### config.mk
export PLATFORM = sky130hd
export DESIGN_NAME = inst_encoder
export DESIGN_NICKNAME = d
export VERILOG_FILES = /design/src/rtl/inst_encoder.sv
export SDC_FILE = /design/constraint.sdc
export NUM_CORES = 1
export LEC_CHECK = 0
export ABC_AREA = 0
export CAP_MARGIN = 30
export CELL_PAD_IN_SITES_DETAIL_PLACEMENT = 0
export CELL_PAD_IN_SITES_GLOBAL_PLACEMENT = 2
export CORE_MARGIN = 1
export CORE_UTILIZATION = 30
export DETAILED_ROUTE_END_ITERATION = 12
export GPL_TIMING_DRIVEN = 0
export PLACE_DENSITY = 0.79
export SYNTH_ARGS = -nofsm -noshare
export SYNTH_HDL_FRONTEND = slang
export SYNTH_SLANG_ARGS = --single-unit
### constraint.sdc
create_clock -name clk -period 3.4 [get_ports clk]
set_input_delay 0.34 -clock clk [delete_from_list [all_inputs] [get_ports clk]]
set_output_delay 0.34 -clock clk [all_outputs]
set_load 0.01 [all_outputs]
### src/rtl/inst_encoder.sv
// inst_encoder: RV32I instruction encoder feeding a small output FIFO
// Ports:
//   clk, rst_n             clock, asynchronous active-low reset
//   in_valid/in_ready      request handshake
//   fmt, opcode, rd, rs1,  instruction format and fields
//   rs2, funct3, funct7,
//   imm                    signed immediate in byte units
//   out_valid/out_ready    output handshake
//   out_inst, out_err      queue head: encoded instruction and error flag
//   err_cnt                saturating count of erroneous entries pushed
// Optional: define INST_ENCODER_RANGE_CHECK_EN to flag immediates that do not fit the format.
module inst_encoder #(
  parameter int FIFO_DEPTH = 2
) (
  input  logic        clk,
  input  logic        rst_n,
  input  logic        in_valid,
  output logic        in_ready,
  input  logic [2:0]  fmt,
  input  logic [6:0]  opcode,
  input  logic [4:0]  rd,
  input  logic [4:0]  rs1,
  input  logic [4:0]  rs2,
  input  logic [2:0]  funct3,
  input  logic [6:0]  funct7,
  input  logic [31:0] imm,
  output logic        out_valid,
  input  logic        out_ready,
  output logic [31:0] out_inst,
  output logic        out_err,
  output logic [7:0]  err_cnt
);
  localparam int PW = $clog2(FIFO_DEPTH);
  localparam int CW = $clog2(FIFO_DEPTH + 1);

  logic [31:0]           r_inst [FIFO_DEPTH];
  logic [FIFO_DEPTH-1:0] r_err;
  logic [PW-1:0]         r_wptr, r_rptr;
  logic [CW-1:0]         r_count;
  logic [7:0]            r_err_cnt;
  logic [31:0]           w_inst;
  logic                  w_err, w_fmt_bad, w_push, w_pop;

  always_comb begin
    w_inst = fmt == 3'd0 ? {imm[11:0], rs1, funct3, rd, opcode} :
             fmt == 3'd1 ? {imm[31:12], rd, opcode} :
             fmt == 3'd2 ? {imm[20], imm[10:1], imm[11], imm[19:12], rd, opcode} :
             fmt == 3'd3 ? {imm[12], imm[10:5], rs2, rs1, funct3, imm[4:1], imm[11], opcode} :
             fmt == 3'd4 ? {imm[11:5], rs2, rs1, funct3, imm[4:0], opcode} :
             fmt == 3'd5 ? {funct7, rs2, rs1, funct3, rd, opcode} : 32'd0;
    w_fmt_bad = fmt > 3'd5;
  end

`ifdef INST_ENCODER_RANGE_CHECK_EN
  // An immediate fits N signed bits when all bits above bit N-2 equal the sign bit.
  logic w_range_bad;
  always_comb
    w_range_bad = (fmt == 3'd0 || fmt == 3'd4) ? !(&imm[31:11] || ~|imm[31:11]) :
                  fmt == 3'd3 ? !(&imm[31:12] || ~|imm[31:12]) || imm[0] :
                  fmt == 3'd2 ? !(&imm[31:20] || ~|imm[31:20]) || imm[0] :
                  fmt == 3'd1 ? |imm[11:0] : 1'b0;
  assign w_err = w_fmt_bad | w_range_bad;
`else
  assign w_err = w_fmt_bad;
`endif

  assign in_ready  = r_count < CW'(FIFO_DEPTH);
  assign out_valid = r_count != '0;
  assign w_push    = in_valid & in_ready;
  assign w_pop     = out_valid & out_ready;
  // Head is gated so reset forces the outputs to zero without clearing storage.
  assign out_inst  = out_valid ? r_inst[r_rptr] : 32'd0;
  assign out_err   = out_valid & r_err[r_rptr];
  assign err_cnt   = r_err_cnt;

  always_ff @(posedge clk)
    if (w_push) begin
      r_inst[r_wptr] <= w_inst;
      r_err[r_wptr]  <= w_err;
    end

  always_ff @(posedge clk or negedge rst_n)
    if (!rst_n) begin
      r_wptr    <= '0;
      r_rptr    <= '0;
      r_count   <= '0;
      r_err_cnt <= '0;
    end else begin
      if (w_push) r_wptr <= r_wptr == PW'(FIFO_DEPTH - 1) ? '0 : r_wptr + PW'(1);
      if (w_pop) r_rptr <= r_rptr == PW'(FIFO_DEPTH - 1) ? '0 : r_rptr + PW'(1);
      r_count <= r_count + CW'(w_push) - CW'(w_pop);
      if (w_push && w_err && r_err_cnt != 8'hFF) r_err_cnt <= r_err_cnt + 8'd1;
    end
endmodule

==> results of run 1 <==
-- flip-flops by register name (all words and copies together) (netlist names) --
signal and flops:
r_rptr 1, err_cnt 8, r_err 2, r_wptr 1, r_count 2, r_inst 64
-- final timing paths --
kind	start	endpoint	slack, ns
setup / recovery	r_count[1]	out_inst[12]	0.64
hold / removal	rst_n	err_cnt[2]	0.38
setup reg to reg	r_count[1]	r_count[1]	1.24
hold reg to reg	r_count[0]	r_count[0]	0.51
max in group asynchronous	rst_n	r_rptr	2.64
min in group clk	r_count[0]	r_count[0]	0.51
-- power groups by stage --
stage	Clock, mW	Combinational, mW	Sequential (mW)
CTS	1.16	1.71	1.39
detailed placement	0	1.70	1.41
global placement	0	1.67	1.41
global route	1.20	1.84	1.42
floorplan	0	0.841	1.41
finish	1.14	1.67	1.39
-- final cells by class --
class / count / area (um2)
Multi-Input combinational cell: 209 / 1550
Tap cell: 172 / 215
Sequential cell: 78 / 2280
Clock inverter: 5 / 124
Timing Repair Buffer: 114 / 1150
Fill cell: 1202 / 7080
Clock buffer: 9 / 225
Buffer: 22 / 109
Inverter: 9 / 33.8
-- metal layers --
metal / part of all wire [%] / wire length [um]
met5: 0 / 0
met1: 44 / 4480
met4: 3.2 / 327
met2: 48 / 4900
met3: 5.6 / 580
-- cell families after synthesis --
family,after synthesis,share of synthesized area (%)
xor gates and xnor gates,8,1.77
DFF,78,57.6
buffers and inverters,31,3.60
muxes,49,13.4
AOI/OAI and AO/OA,66,11.9
and+or+nand+nor,83,10.8
adders and majority gates,3,0.947
-- cells in the mapped netlist, types with 3 or more instances --
master / count
o22ai_1: 15
a31oi_1: 6
xor2_1: 3
nor2_1: 38
mux2i_1: 36
mux2_2: 10
inv_1: 9
ha_1: 3
xnor2_1: 5
nand2_1: 5
o2bb2ai_1: 8
a22oi_1: 21
edfxtp_1: 66
dfrtp_1: 12
a21oi_1: 11
buf_2: 12
nor2b_1: 19
nand3_1: 3
and2_1: 9
clkbuf_1: 7
==> results.cfg, run 1 <==
[status]
outcome = complete, no violations

[power_and_ir_drop]
finalPower_mw = 4.21
sw_frac_of_total_pct = 30.2
p_int_mw = 2.94
pwr-share-clk_pct = 27.1
seq_power_share_pct = 33.1
comb_power_share_pct = 39.7
p_per_area_nw_per_um2 = 739
power_switching_mw = 1.27
ir_worst_vdd_v = 0.000308
p_leak_nw = 2.11

[layout]
fin_util_pct = 44.5
antenna_cells = 0
final_cell_mix = clkdlybuf4s50_1 (113), edfxtp_1 (66), nor2_1 (37), mux2i_1 (36), a22oi_1 (21)
area_delta_synth_final_pct = 43.5
final_common_cell = clkdlybuf4s50_1
final_area_um2 = 5690
nNetsFinal = 517
drive_gt1_share_pct = 10.1
instances_no_fill = 618

[yosys]
synth_top_area_share_pct = 50.0
synth-edff-count = 66
ys.flop_type = edfxtp_1
postSynthCellCount = 318
async_reset_ff_share_pct = 15.4
synth.ff_latch_count = 78
netlist_area_um2 = 3970
yosysTopAreaCell = edfxtp_1
synth_fp_nets = 392
netlist_top_cells_area = edfxtp_1 (50%), mux2i_1 (9.1%), dfrtp_1 (7.6%)
synth_area_per_cell_um2 = 12.5
ys_seq_area_share_pct = 57.6
synth_cell_types = 37
ys_warn_count = 0

[detailed_routing]
dr.pass1.iters = 4
drtAntennaViolNets = 0
drt-initial-drc-count = 182
avgRoutedWirePerCell_um = 16.6
vias = 3034
via_per_inst = 4.91
drc = 0
wl_um = 10300

[timing]
setup_viol = 0
min_period_ns = 2.76
tns_ns = 0
rsz0062_at_grt = false
fin_ws_ns = 0.641
hold_violations = 0
fin_hold_ws_ns = 0.379
slew_headroom_pct = 42.5
tightestPinTransition_ns = 0.863
drv_slew = 0
post-route-period-util_pct = 81.2
fmax_ghz = 0.362
skew_ns = 0.00769

[clock_tree]
clock-root-buffer = clkbuf_16
cts_max_level = 3
clk_path_buf_depth = 2
ctsHoldBuffers = 0
cts_setup_buffers = 0
cts_made_buffers = 9
clk_latency_ns = 0.32
numClockSinks = 78
clk_pin_slew_ns = 0.06
cts_resized = 0
cts_tree = built

[worst_setup_path]
cpMostUsedCell = nor2_1
max_stage_delay_ns = 0.55
critPathTopFamily = buffers and inverters
critPathLaunchType = register
cp.depth = 4
cp.required_ns = 3.06
crit_chain = nor2_1 > clkbuf_1 > nor2_1 > clkdlybuf4s50_1
slowest_stage = nor2_1
worstPathArrival_ns = 2.42
worst-path-buf-inv = 2
crit_fanout = 10
cp-end-kind = primary output
criticalPathCategory = register to primary output
reg2regPathDepth = 8

[placed_design]
placed_area_um2 = 5340
dp_hpwl_um = 7400
io_buffers = 113
dpl_worst_slack_ns = 0.924
gp_congestion = 0.729
dp_cells = 604

[grt]
track_usage_pct = 15.6
antenna_found_initial = 0
grt_overflow = 0
grt_max_degree = 34
gr-usage-met3_pct = 3.76
grt_busiest_layer = met2
grt_pass1_vias = 3007
grt_pass1_wl_um = 15600
grtUsageMet1_pct = 19.1
use_met2_pct = 25.7

[floorplanning]
dieArea_um2 = 13700
core_area_um2 = 12800
rows = 41
die_h_um = 117
initial_core_util_pct = 31.0
die_w_um = 117
top_level_ports = 114

[flow_run]
maxCapViolations = 0

[hold_path]
hold_class = primary input to async pin
(Power assumes the default switching activity.)
==> run 2: changes to the inputs <==
--- a/config.mk
+++ b/config.mk
@@ -10,10 +10,10 @@
 export CELL_PAD_IN_SITES_DETAIL_PLACEMENT = 0
 export CELL_PAD_IN_SITES_GLOBAL_PLACEMENT = 2
 export CORE_MARGIN = 1
-export CORE_UTILIZATION = 30
+export CORE_UTILIZATION = 28
 export DETAILED_ROUTE_END_ITERATION = 12
 export GPL_TIMING_DRIVEN = 0
-export PLACE_DENSITY = 0.79
+export PLACE_DENSITY = 0.78
 export SYNTH_ARGS = -nofsm -noshare
 export SYNTH_HDL_FRONTEND = slang
 export SYNTH_SLANG_ARGS = --single-unit
==> constraint.sdc (replaced) <==
create_clock -name clk -period 2.5 [get_ports clk]
set_input_delay 0.25 -clock clk [delete_from_list [all_inputs] [get_ports clk]]
set_output_delay 0.25 -clock clk [all_outputs]
set_load 0.01 [all_outputs]
==> results.cfg, run 2 (synthesis gave the netlist of run 1 again) <==
[detailed_routing]
avgRoutedWirePerCell_um = 16.5
drc = 0
vias = 2998
drtAntennaViolNets = 0
wl_um = 10300
via_per_inst = 4.79
dr.pass1.iters = 4
drt-initial-drc-count = 178

[grt]
grt_overflow = 0
antenna_found_initial = 0
grt_pass1_wl_um = 16000
grt_pass1_vias = 2973
track_usage_pct = 14.7
grt_max_degree = 34

[clock_tree]
cts_tree = built
clk_latency_ns = 0.33
cts_setup_buffers = 0
clk_path_buf_depth = 2
ctsHoldBuffers = 0
numClockSinks = 78
clk_pin_slew_ns = 0.06
cts_max_level = 3
cts_made_buffers = 9
clock-root-buffer = clkbuf_16

[worst_setup_path]
worst-path-buf-inv = 2
worstPathArrival_ns = 2.04
max_stage_delay_ns = 0.49
slowest_stage = clkdlybuf4s50_1
crit_chain = nor2_2 > clkbuf_2 > nor2_1 > clkdlybuf4s50_1
crit_fanout = 10
critPathLaunchType = register
cp.required_ns = 2.25
critPathTopFamily = buffers and inverters
cp-end-kind = primary output
criticalPathCategory = register to primary output

[layout]
final_common_cell = clkdlybuf4s50_1
drive_gt1_share_pct = 11.0
antenna_cells = 0
final_cell_mix = clkdlybuf4s50_1 (113), edfxtp_1 (66), mux2i_1 (36), nor2_1 (36), a22oi_1 (21)
nNetsFinal = 517
fin_util_pct = 40.9
regMostFlops = r_inst
largest_register_ffs = 64
area_delta_synth_final_pct = 42.7

[floorplanning]
rows = 43
die_w_um = 121
initial_core_util_pct = 28.7
die_h_um = 121
top_level_ports = 114
core_area_um2 = 13800
dieArea_um2 = 14600

[power_and_ir_drop]
seq_power_share_pct = 34.3
ir_worst_vdd_v = 0.000280
p_per_area_nw_per_um2 = 977
pwr-share-clk_pct = 24.2
p_int_mw = 3.80
finalPower_mw = 5.53
p_leak_nw = 2.10
power_switching_mw = 1.73
comb_power_share_pct = 41.4
sw_frac_of_total_pct = 31.3

[timing]
tightestPinTransition_ns = 0.854
fmax_ghz = 0.436
drv_slew = 0
setup_viol = 0
hold_violations = 0
post-route-period-util_pct = 91.8
fin_hold_ws_ns = 0.291
rsz0062_at_grt = false
slew_headroom_pct = 43.1
skew_ns = 0.00480
min_period_ns = 2.29

[status]
outcome = complete, no violations

[placed_design]
dp_hpwl_um = 7650
gp_congestion = 0.761
io_buffers = 113

[hold_path]
hold_class = primary input to async pin

[flow_run]
maxCapViolations = 0
==> run 2: changes by cell type in the layout (fill, tap and decap cells not counted) <==
cell / previous run / this run
nor2_1: 37 / 36
clkbuf_2: 0 / 3
clkinvlp_4: 0 / 1
clkbuf_1: 7 / 4
bufinv_16: 4 / 2
clkinv_2: 0 / 1
nor2_2: 0 / 1
==> run 2: layer usage <==
metal	up-vias	wire length (um)	GRT usage [%]	share of wire [%]
met5	-	0	0	0
met4	0	140	4.78	1.4
met3	13	545	3.71	5.3
met2	91	5130	25.1	50
met1	1445	4520	18.1	44
li1	1449	-	-	-
==> run 2: final timing paths <==
| path | end | startpoint | slack (ns) | cells after the start |
|---|---|---|---|---|
| worst max-delay path | out_inst[20] | r_count[1] | 0.21 | 4 |
| worst min-delay path | err_cnt[2] | rst_n | 0.29 | 1 |
| worst max register to register | r_count[1] | r_count[1] | 0.54 | 8 |
| worst min register to register | err_cnt[6] | err_cnt[6] | 0.52 | 1 |
| max in group asynchronous | err_cnt[7] | rst_n | 1.83 | 1 |
| min in group clk | err_cnt[6] | err_cnt[6] | 0.52 | 1 |
==> run 2: metrics by stage <==
stage	cell area [um2]	setup WS (ns)	std cells	setup TNS, ns
after floorplan	3970	0.0365	318	0
after global placement	5320	-1.17	611	-41.13
after detailed placement	5350	0.137	612	0
after CTS	5660	0.0221	626	0
after global routing	5660	0.0553	626	0
final	5660	0.206	626	0
==> run 2: final cells by class <==
| type | instances | area [um2] |
|---|---|---|
| fillers | 1322 | 8170 |
| repair buffers | 114 | 1150 |
| plain buffers | 22 | 113 |
| multi-input cells | 209 | 1550 |
| inverters | 9 | 33.8 |
| clock inverters | 5 | 76.3 |
| clock buffers | 9 | 225 |
| well taps | 180 | 225 |
| flip-flops and latches | 78 | 2280 |
==> run 2: repair_timing <==
action / in CTS / in global routing
endpoints found under the setup margin: 30 / 18
gates resized for setup: 2 / 4
endpoints found under the hold margin: 0 / 0
cloned: 0 / 0
==> run 2: power groups by stage <==
stage	sequential, mW	combinational, mW	clock [mW]
floorplan	1.92	1.14	0
global placement	1.92	2.28	0
detailed placement	1.92	2.33	0
CTS	1.90	2.34	1.37
global route	1.93	2.51	1.42
finish	1.90	2.29	1.34
